<file path="config.mk">
export PLATFORM = sky130hd
export DESIGN_NAME = num_ascii_streamer_flat
export DESIGN_NICKNAME = d
export VERILOG_FILES = /design/src/rtl/ascii_pkg.sv /design/src/rtl/num_ascii_streamer_if.sv /design/src/rtl/ascii_digit_lut.sv /design/src/rtl/num_ascii_streamer.sv /design/src/flat_wrapper.sv
export SDC_FILE = /design/constraint.sdc
export NUM_CORES = 1
export LEC_CHECK = 0
export CORE_MARGIN = 8
export CORE_UTILIZATION = 35
export CTS_CLUSTER_DIAMETER = 200
export DETAILED_ROUTE_END_ITERATION = 16
export PLACE_DENSITY = 0.57
export SETUP_SLACK_MARGIN = 0.02
export SLEW_MARGIN = 25
export SYNTH_ARGS = -nofsm -noshare
export SYNTH_HDL_FRONTEND = slang
export SYNTH_SLANG_ARGS = --single-unit
</file>
<file path="constraint.sdc">
create_clock -name clk -period 2.29 [get_ports clk]
set_clock_uncertainty 0.15 [all_clocks]
set_input_delay 0.458 -clock clk [delete_from_list [all_inputs] [get_ports clk]]
set_output_delay 0.458 -clock clk [all_outputs]
set_load 0.01 [all_outputs]
</file>
<file path="src/rtl/ascii_pkg.sv">
// Shared ASCII constants, converter state encoding and leading-zero modes
// for the decimal ASCII streamer.
package ascii_pkg;

    localparam logic [7:0] ASCII_ZERO  = 8'd48;
    localparam logic [7:0] ASCII_SPACE = 8'd32;
    localparam logic [7:0] ASCII_CR    = 8'd13;
    localparam logic [7:0] ASCII_LF    = 8'd10;

    localparam int LZ_ZERO  = 0;
    localparam int LZ_SPACE = 1;
    localparam int LZ_OMIT  = 2;

    typedef enum logic [1:0] {
        IDLE,
        CONV,
        EMIT,
        TERM
    } state_t;

    function automatic longint unsigned pow10(input int n);
        longint unsigned r;
        r = 64'd1;
        for (int i = 0; i < n; i++) begin
            r = r * 64'd10;
        end
        return r;
    endfunction

endpackage

</file>
<file path="src/rtl/num_ascii_streamer_if.sv">
// Value-in / byte-out handshake bundle of the decimal ASCII streamer.
interface num_ascii_streamer_if #(
    parameter int WIDTH = 16
) ();
    logic             in_valid;
    logic             in_ready;
    logic [WIDTH-1:0] in_value;
    logic             out_valid;
    logic             out_ready;
    logic [7:0]       out_data;
    logic             out_last;

    modport master (
        output in_valid, in_value, out_ready,
        input  in_ready, out_valid, out_data, out_last
    );

    modport slave (
        input  in_valid, in_value, out_ready,
        output in_ready, out_valid, out_data, out_last
    );
endinterface

</file>
<file path="src/rtl/ascii_digit_lut.sv">
// Combinational BCD digit to ASCII character; non-decimal codes map to space.
module ascii_digit_lut
    import ascii_pkg::*;
(
    input  logic [3:0] digit,
    output logic [7:0] ascii
);
    always_comb begin
        if (digit <= 4'd9) begin
            ascii = ASCII_ZERO + {4'd0, digit};
        end else begin
            ascii = ASCII_SPACE;
        end
    end
endmodule

</file>
<file path="src/rtl/num_ascii_streamer.sv">
// Unsigned binary to decimal ASCII byte stream, MSD first, via iterative
// double-dabble, with selectable leading-zero handling and optional CR LF.
module num_ascii_streamer
    import ascii_pkg::*;
#(
    parameter int WIDTH   = 16,
    parameter int NDIGITS = 5,
    parameter int LZ_MODE = 1,
    parameter int TERM_EN = 1
) (
    input  logic               clk,
    input  logic               rst,
    num_ascii_streamer_if.slave io,
    output logic               busy
);
    localparam int BCD_W = 4 * NDIGITS;
    localparam int CNT_W = $clog2(WIDTH + 1);
    localparam int IDX_W = (NDIGITS > 1) ? $clog2(NDIGITS) : 1;

    localparam longint unsigned MAX_DEC = pow10(NDIGITS) - 64'd1;
    localparam longint unsigned MAX_BIN = (64'd1 << WIDTH) - 64'd1;

    if (MAX_DEC < MAX_BIN) begin : g_ndigits_err
        $error("num_ascii_streamer: NDIGITS too small to hold 2^WIDTH-1");
    end
    if (LZ_MODE != LZ_ZERO && LZ_MODE != LZ_SPACE && LZ_MODE != LZ_OMIT) begin : g_lzmode_err
        $error("num_ascii_streamer: unsupported LZ_MODE");
    end

    state_t             state;
    logic [BCD_W-1:0]   bcd;
    logic [WIDTH-1:0]   shift;
    logic [CNT_W-1:0]   cnt;
    logic [IDX_W-1:0]   idx;
    logic               digits_done;
    logic               term_lf;
    logic               out_valid_r;
    logic [7:0]         out_data_r;
    logic               out_last_r;

    logic [BCD_W-1:0]   bcd_adj;
    logic [BCD_W-1:0]   bcd_upper;
    logic [3:0]         digit_sel;
    logic [7:0]         digit_ascii;
    logic [7:0]         emit_byte;
    logic               lead;
    logic               skip;
    logic               load_ok;

    // Add-3 correction applied to every BCD digit of 5 or more before the shift.
    function automatic logic [BCD_W-1:0] dabble_adj(input logic [BCD_W-1:0] b);
        logic [BCD_W-1:0] r;
        r = b;
        for (int i = 0; i < NDIGITS; i++) begin
            if (b[4*i +: 4] >= 4'd5) begin
                r[4*i +: 4] = b[4*i +: 4] + 4'd3;
            end
        end
        return r;
    endfunction

    assign bcd_adj = dabble_adj(bcd);

    // A digit is leading when it and every more-significant digit are zero;
    // the units digit never is, so zero still prints as "0".
    always_comb begin
        digit_sel = bcd[4*int'(idx) +: 4];
        bcd_upper = bcd >> (4 * int'(idx));
        lead      = (idx != '0) && (bcd_upper == '0);
    end

    ascii_digit_lut u_lut (
        .digit (digit_sel),
        .ascii (digit_ascii)
    );

    always_comb begin
        emit_byte = digit_ascii;
        if (lead && (LZ_MODE == LZ_SPACE)) begin
            emit_byte = ASCII_SPACE;
        end
    end

    assign skip    = lead && (LZ_MODE == LZ_OMIT);
    // The output register may be reloaded when empty or being consumed this cycle.
    assign load_ok = !out_valid_r || io.out_ready;

    always_ff @(posedge clk) begin
        if (rst) begin
            state       <= IDLE;
            bcd         <= '0;
            shift       <= '0;
            cnt         <= '0;
            idx         <= '0;
            digits_done <= 1'b0;
            term_lf     <= 1'b0;
            out_valid_r <= 1'b0;
            out_data_r  <= '0;
            out_last_r  <= 1'b0;
        end else begin
            case (state)
                IDLE: begin
                    if (io.in_valid) begin
                        shift <= io.in_value;
                        bcd   <= '0;
                        cnt   <= CNT_W'(WIDTH);
                        state <= CONV;
                    end
                end

                CONV: begin
                    bcd   <= {bcd_adj[BCD_W-2:0], shift[WIDTH-1]};
                    shift <= {shift[WIDTH-2:0], 1'b0};
                    cnt   <= cnt - CNT_W'(1);
                    if (cnt == CNT_W'(1)) begin
                        idx         <= IDX_W'(NDIGITS - 1);
                        digits_done <= 1'b0;
                        state       <= EMIT;
                    end
                end

                EMIT: begin
                    if (load_ok) begin
                        if (digits_done) begin
                            if (TERM_EN != 0) begin
                                out_data_r  <= ASCII_CR;
                                out_valid_r <= 1'b1;
                                out_last_r  <= 1'b0;
                                term_lf     <= 1'b0;
                                state       <= TERM;
                            end else begin
                                out_valid_r <= 1'b0;
                                out_last_r  <= 1'b0;
                                state       <= IDLE;
                            end
                        end else if (skip) begin
                            idx <= idx - IDX_W'(1);
                        end else begin
                            out_data_r  <= emit_byte;
                            out_valid_r <= 1'b1;
                            out_last_r  <= (idx == '0) && (TERM_EN == 0);
                            if (idx == '0) begin
                                digits_done <= 1'b1;
                            end else begin
                                idx <= idx - IDX_W'(1);
                            end
                        end
                    end
                end

                TERM: begin
                    if (load_ok) begin
                        if (!term_lf) begin
                            out_data_r <= ASCII_LF;
                            out_last_r <= 1'b1;
                            term_lf    <= 1'b1;
                        end else begin
                            out_valid_r <= 1'b0;
                            out_last_r  <= 1'b0;
                            state       <= IDLE;
                        end
                    end
                end

                default: state <= IDLE;
            endcase
        end
    end

    assign io.in_ready  = (state == IDLE);
    assign io.out_valid = out_valid_r;
    assign io.out_data  = out_data_r;
    assign io.out_last  = out_last_r;
    assign busy         = (state != IDLE);

endmodule
</file>
<file path="src/flat_wrapper.sv">
// flat-port wrapper written by rule: the top's interface ports become plain ports
module num_ascii_streamer_flat import ascii_pkg::*;
#(
    parameter int WIDTH   = 16,
    parameter int NDIGITS = 5,
    parameter int LZ_MODE = 1,
    parameter int TERM_EN = 1
)
  (clk, rst, busy, io_in_valid, io_in_value, io_out_ready, io_in_ready, io_out_valid, io_out_data, io_out_last);
  num_ascii_streamer_if #(.WIDTH(WIDTH)) io_i ();
  input  logic clk;
  input  logic rst;
  output logic busy;
  input wire logic [$bits(io_i.in_valid)-1:0] io_in_valid;
  input wire logic [$bits(io_i.in_value)-1:0] io_in_value;
  input wire logic [$bits(io_i.out_ready)-1:0] io_out_ready;
  output wire logic [$bits(io_i.in_ready)-1:0] io_in_ready;
  output wire logic [$bits(io_i.out_valid)-1:0] io_out_valid;
  output wire logic [$bits(io_i.out_data)-1:0] io_out_data;
  output wire logic [$bits(io_i.out_last)-1:0] io_out_last;
  assign io_i.in_valid = io_in_valid;
  assign io_i.in_value = io_in_value;
  assign io_i.out_ready = io_out_ready;
  assign io_in_ready = io_i.in_ready;
  assign io_out_valid = io_i.out_valid;
  assign io_out_data = io_i.out_data;
  assign io_out_last = io_i.out_last;
  num_ascii_streamer #(.WIDTH(WIDTH), .NDIGITS(NDIGITS), .LZ_MODE(LZ_MODE), .TERM_EN(TERM_EN)) u_core (.clk(clk), .rst(rst), .io(io_i), .busy(busy));
endmodule
</file>
Word level (Yosys, flattened, before mapping)

Cells that the tools add are included.
W data, S select, Z words.

Bits in registers: 58
Input port bits: 20
Output and inout bits: 12

$add $sub $neg: 8
Magnitude comparators: 6
Equality and inequality tests: 13
Shifts and indexed selects: 2
Mux-type cells: 46
Reduce and logical (&&, ||, !) cells: 19

Operators by type and width:

| kind                  | number |
|---|---|
| $pmux W20 S2          | 1 |
| $mux W8               | 4 |
| $pmux W16 S2          | 1 |
| $ge A4 B3 Y1 const B  | 5 |
| $logic_not A20 Y1     | 1 |
| $mux W20              | 1 |
| $shiftx A20 B6 Y4     | 1 |
| $shr A20 B5 Y20       | 1 |
| $add A4 B2 Y4 const B | 4 |
| $mux W16              | 1 |
| $mux W4               | 4 |
| $pmux W8 S2           | 1 |
| $mux W3               | 5 |
| $mux W7               | 2 |
| $mux W1               | 12 |
| $mux W2               | 6 |
| $reduce_and A4 Y1     | 3 |
| $ne A2 B1 Y1 const B  | 5 |
| $pmux W5 S2           | 1 |
| $ne A2 B2 Y1 const B  | 4 |
| $pmux W1 S2           | 4 |
| $pmux W2 S4           | 1 |
| $reduce_bool A2 Y1    | 4 |
| $add A6 B4 Y7 const A | 1 |
| 19 further kinds      | 21 |

Logic depth before layout (Yosys ltp)

Depth after elaboration: 7
Mapped depth: 9

By module

From an unflattened synthesis, not the netlist that was laid out.

Cell total of the unflattened synthesis: 396
Area total of the unflattened synthesis: 3303.2 µm²

By module, submodules not included:

| module             | times used | cells each | area an instance (µm²) |
|---|---|---|---|
| num_ascii_streamer | 1          | 386        | 3238.1 |
| ascii_digit_lut    | 1          | 10         | 65.1 |

Least setup slack after synthesis

OpenSTA, ideal clock, no wires.

Path type: register to register
From: register u_core.state[0]
To: register u_core.out_data_r[4] (netlist: u_core.io.out_data[4])
Arrival: 1.652 ns
Data required time: 2.045 ns
Slack: 0.393 ns
Stages on the path, launching flop included: 9
Buffers on the path: 1
Path through: dfxtp_1 > inv_1 > ha_1 > buf_2 > nor2b_1 > o21ai_1 > nand2_1 > and2_0 > a221oi_1

Word-level cells in the longest chain between the ends: 3

Ends and longest elaborated chain:

| item                                                 | line                      | RTL |
|---|---|---|
| start: declaration                                   | num_ascii_streamer.sv:30  | `state_t state;` |
| start signal: assignment                             | num_ascii_streamer.sv:90  | `state <= IDLE;` |
| start signal: assignment                             | num_ascii_streamer.sv:107 | `state <= CONV;` |
| start signal: assignment                             | num_ascii_streamer.sv:118 | `state <= EMIT;` |
| $eq A2 B2 Y1                                         | num_ascii_streamer.sv:101 | `case (state)` |
| $ne A2 B2 Y1 (no line), or another cell as far along | n/a                       |  |
| $reduce_and A4 Y1 (no line)                          | n/a                       |  |
| end signal: assignment                               | num_ascii_streamer.sv:139 | `out_data_r <= emit_byte;` |
| end: declaration                                     | num_ascii_streamer.sv:38  | `logic [7:0] out_data_r;` |

Several ways; a longest one is shown, not always the timed one.
A chain may end at the register's enable or synchronous reset.

Final worst setup path

From: register u_core.state[0]
To: output port busy

Word-level cells in the longest chain between the ends: 1

Ends and longest elaborated chain:

| item               | line                      | RTL |
|---|---|---|
| $reduce_bool A2 Y1 | num_ascii_streamer.sv:174 | `assign busy = (state != IDLE);` |
| end: declaration   | flat_wrapper.sv:13        | `output logic busy;` |

Every way passes these cells.

==> summary.md <==
| Metric | Value |
|---|---|
| Post-synthesis xor/xnor area fraction | `0.0278` |
| Nets | `441` |
| H-tree depth | `2` |
| Die area | `12,300 µm²` |
| Clock tree from TritonCTS | `yes` |
| CTS Buf Count | `5` |
| Cell area after layout | `3700 µm²` |
| Clock share of power | `0.150` |
| Fin crit share | `0.936` |
| Worst-skew pair later-pin latency | `310 ps` |
| Worst reg2reg path depth | `6` |
| Pin count of the biggest net entering global routing | `29` |
| Max VDD drop | `0.000354 V` |
| Vias | `2,664` |
| Hold crit path type | `reg -> reg` |
| Combinational share of power | `0.481` |
| Gr usage total | `0.112` |
| Antenna Cells | `0` |
| Util after Layout | `0.425` |
| Drt first pass iters | `4` |
| Ys flop type | `dfxtp_1` |
| Setup TNS | `0 ps` |
| Row count | `34` |
| Fill count | `870` |
| Chip Width | `111 µm` |
| DR DRC count | `0` |
| Clk sink count | `56` |
| Synth Area in Compound Gates | `0.213` |
| Synth area leaders | `dfxtp_1, ha_1, nor2_1` |
| Worst slew margin | `0.605` |
| Cell Chain, Critical Path | `inv_1 -> ha_4 -> inv_1 -> clkdlybuf4s50_1` |
| Synth top cells by count | `dfxtp_1, nor2_1, nand2_1` |
| First-pass GRT wire length | `12,000 µm` |
| Dpl ws | `183 ps` |
| Area leader, netlist | `dfxtp_1` |
| Final WL | `6980 µm` |
| CP Class | `reg -> out` |
| Avg Cell Area, Syn | `8.37 µm²` |
| Worst setup margin | `147 ps` |
| Sw frac | `0.399` |
| IO buf count | `29` |
| Arr. time, crit path | `1540 ps` |
| Sequential fraction of design power | `0.369` |
| CTS root buffer | `clkbuf_8` |
| Main combinational cell family by area after synthesis | `compound AO/OA/AOI/OAI gates` |
| P per Cell Area | `1040 nW/µm²` |
| Post-Synth Simple-Gate Area | `0.187` |
| Crit path max fanout | `7` |
| Area of the mapped netlist | `3150 µm²` |
| GPL Wtd Cong | `0.795` |
| Routed Antenna Nets | `0` |
| Initial Util | `0.361` |
| HPWL Detailed | `5090 µm` |
| Status | `completed` |
| Yosys warns | `0` |
| Cells after Synth | `376` |
| Longest Clk Path Bufs | `2` |
| Mux cell area share after synthesis | `0.0807` |
| EDFF count, synth | `0` |
| Vias in the first global route | `2,546` |
| Initial antenna violation count | `0` |
| Ports | `32` |
| Synthesis-stage register bit count | `56` |
| Required time worst endpoint | `1680 ps` |
| Post-synth ARST share | `0` |
| Via-per-instance ratio | `5.20` |
| Area grow syn2layout | `17.7%` |
| Post-synth top area share | `0.356` |
| Post-synthesis adder-cell area fraction | `0.0715` |
| Total grt overflow | `0` |
| Slowest CP cell | `clkdlybuf4s50_1` |
| Core area | `8720 µm²` |
| WHS | `338 ps` |
| Slew @ Worst Pin | `591 ps` |
| Tmin final | `2140 ps` |
| Netlist cell types | `51` |
| Leak Pwr | `1.37 nW` |
| Final hold vios | `0` |
| CTS clock-pin slew for the worst setup and hold paths | `110 ps` |
| Share of cells above drive strength 1 | `0.0817` |
| Hold Path Depth | `2` |
| Routed len/inst | `13.6 µm` |
| Setup bufs post-CTS | `0` |
| Fmax | `467 MHz` |
| Pins Over Slew Limit | `0` |
| Post-synthesis sequential area ratio | `0.356` |
| Crit-path max cell delay | `520 ps` |
| Unrepaired setup endpoints after global routing | `no` |
| Count leader, synth | `dfxtp_1` |
| Startpoint types | `flip-flop` |
| P_sw | `1.53 mW` |
| Crit path top cell by count | `inv_1` |
| Initial DRC Count | `99` |
| Crit end category | `primary output` |
| Die Y | `111 µm` |
| Int Pwr | `2.31 mW` |
| Max Cap Viol | `0` |
| Final setup viols | `0` |
| DP Area | `3600 µm²` |
[metal layers]
metal,vias up,global-route usage,share of wire
met3,6,0.0238,0.027
li1,1389,-,-
met4,0,0.0333,0.011
met5,-,0,0
met1,1241,0.146,0.52
met2,28,0.179,0.44
[per-stage QoR]
step	total power [mW]	std cells
detailed placement	3.26	504
global placement	3.23	504
finish	3.84	512
floorplan	2.66	377
global route	4.15	512
CTS	3.85	512
[worst max-delay path: cells and delay by family (launching register included)]
kind                     cells  cell delay, ps
adder cells (fa/ha/maj)      1             200
buffers and inverters        3             660
flip-flops                   1             360
[cells in the final DEF (no fill, tap or decap), drive strengths merged, types with 15 or more instances in the layout]
master and instances:
o21ai 18, buf 15, ha 18, inv 21, dfxtp 56, nor2 53, clkdlybuf4s50 28, a21oi 20
nand2 25, mux2i 19
[cell families after synthesis]
kind of cell               count (synthesis)
AOI/OAI and AO/OA                         99
xor gates and xnor gates                  10
adders and majority gates                 18
buffers and inverters                     45
DFF                                       56
muxes                                     22
other                                      1
and+or+nand+nor                          125
[state kept, by name, indices dropped and copies added, names as in the netlist, 2 cells and up]
| signal | count |
|---|---|
| u_core.bcd | 20 |
| u_core.cnt | 5 |
| u_core.idx | 3 |
| u_core.io.out_data | 6 |
| u_core.shift | 16 |
| u_core.state | 2 |
[area by class of cell]
type,instances,area [µm²],area share
multi-input combinational,276,1850,0.499
sequential,56,1120,0.303
timing repair buffer,43,428,0.116
tap,108,135,0.0365
inverter,21,78.8,0.0213
clock buffer,5,68.8,0.0186
clock inverter,3,22.5,0.00608
[power by group through the flow]
stage,registers (mW),clock network [mW],logic [mW]
final,1.42,0.575,1.85
after floorplan,1.39,0,1.26
after global routing,1.45,0.637,2.06
after global placement,1.43,0,1.80
after detailed placement,1.44,0,1.83
after CTS,1.41,0.594,1.84
[worst paths after layout]
check,start,endpoint,slack [ps]
hold reg to reg,u_core.io.out_data[3]$_SDFFE_PP0P_,u_core.io.out_data[3]$_SDFFE_PP0P_,340
setup reg to reg,u_core.idx[1]$_SDFFE_PP0P_,u_core.idx[1]$_SDFFE_PP0P_,190
hold / removal,u_core.io.out_data[3]$_SDFFE_PP0P_,u_core.io.out_data[3]$_SDFFE_PP0P_,340
setup / recovery,u_core.state[0]$_SDFFE_PP0P_,busy,150
[timing repair]
action | in CTS | in global routing
resized for setup | 1 | 3
setup endpoints to repair | 2 | 2
hold buffers | 0 | 0
Note: power is estimated with default switching activity, not from simulation.
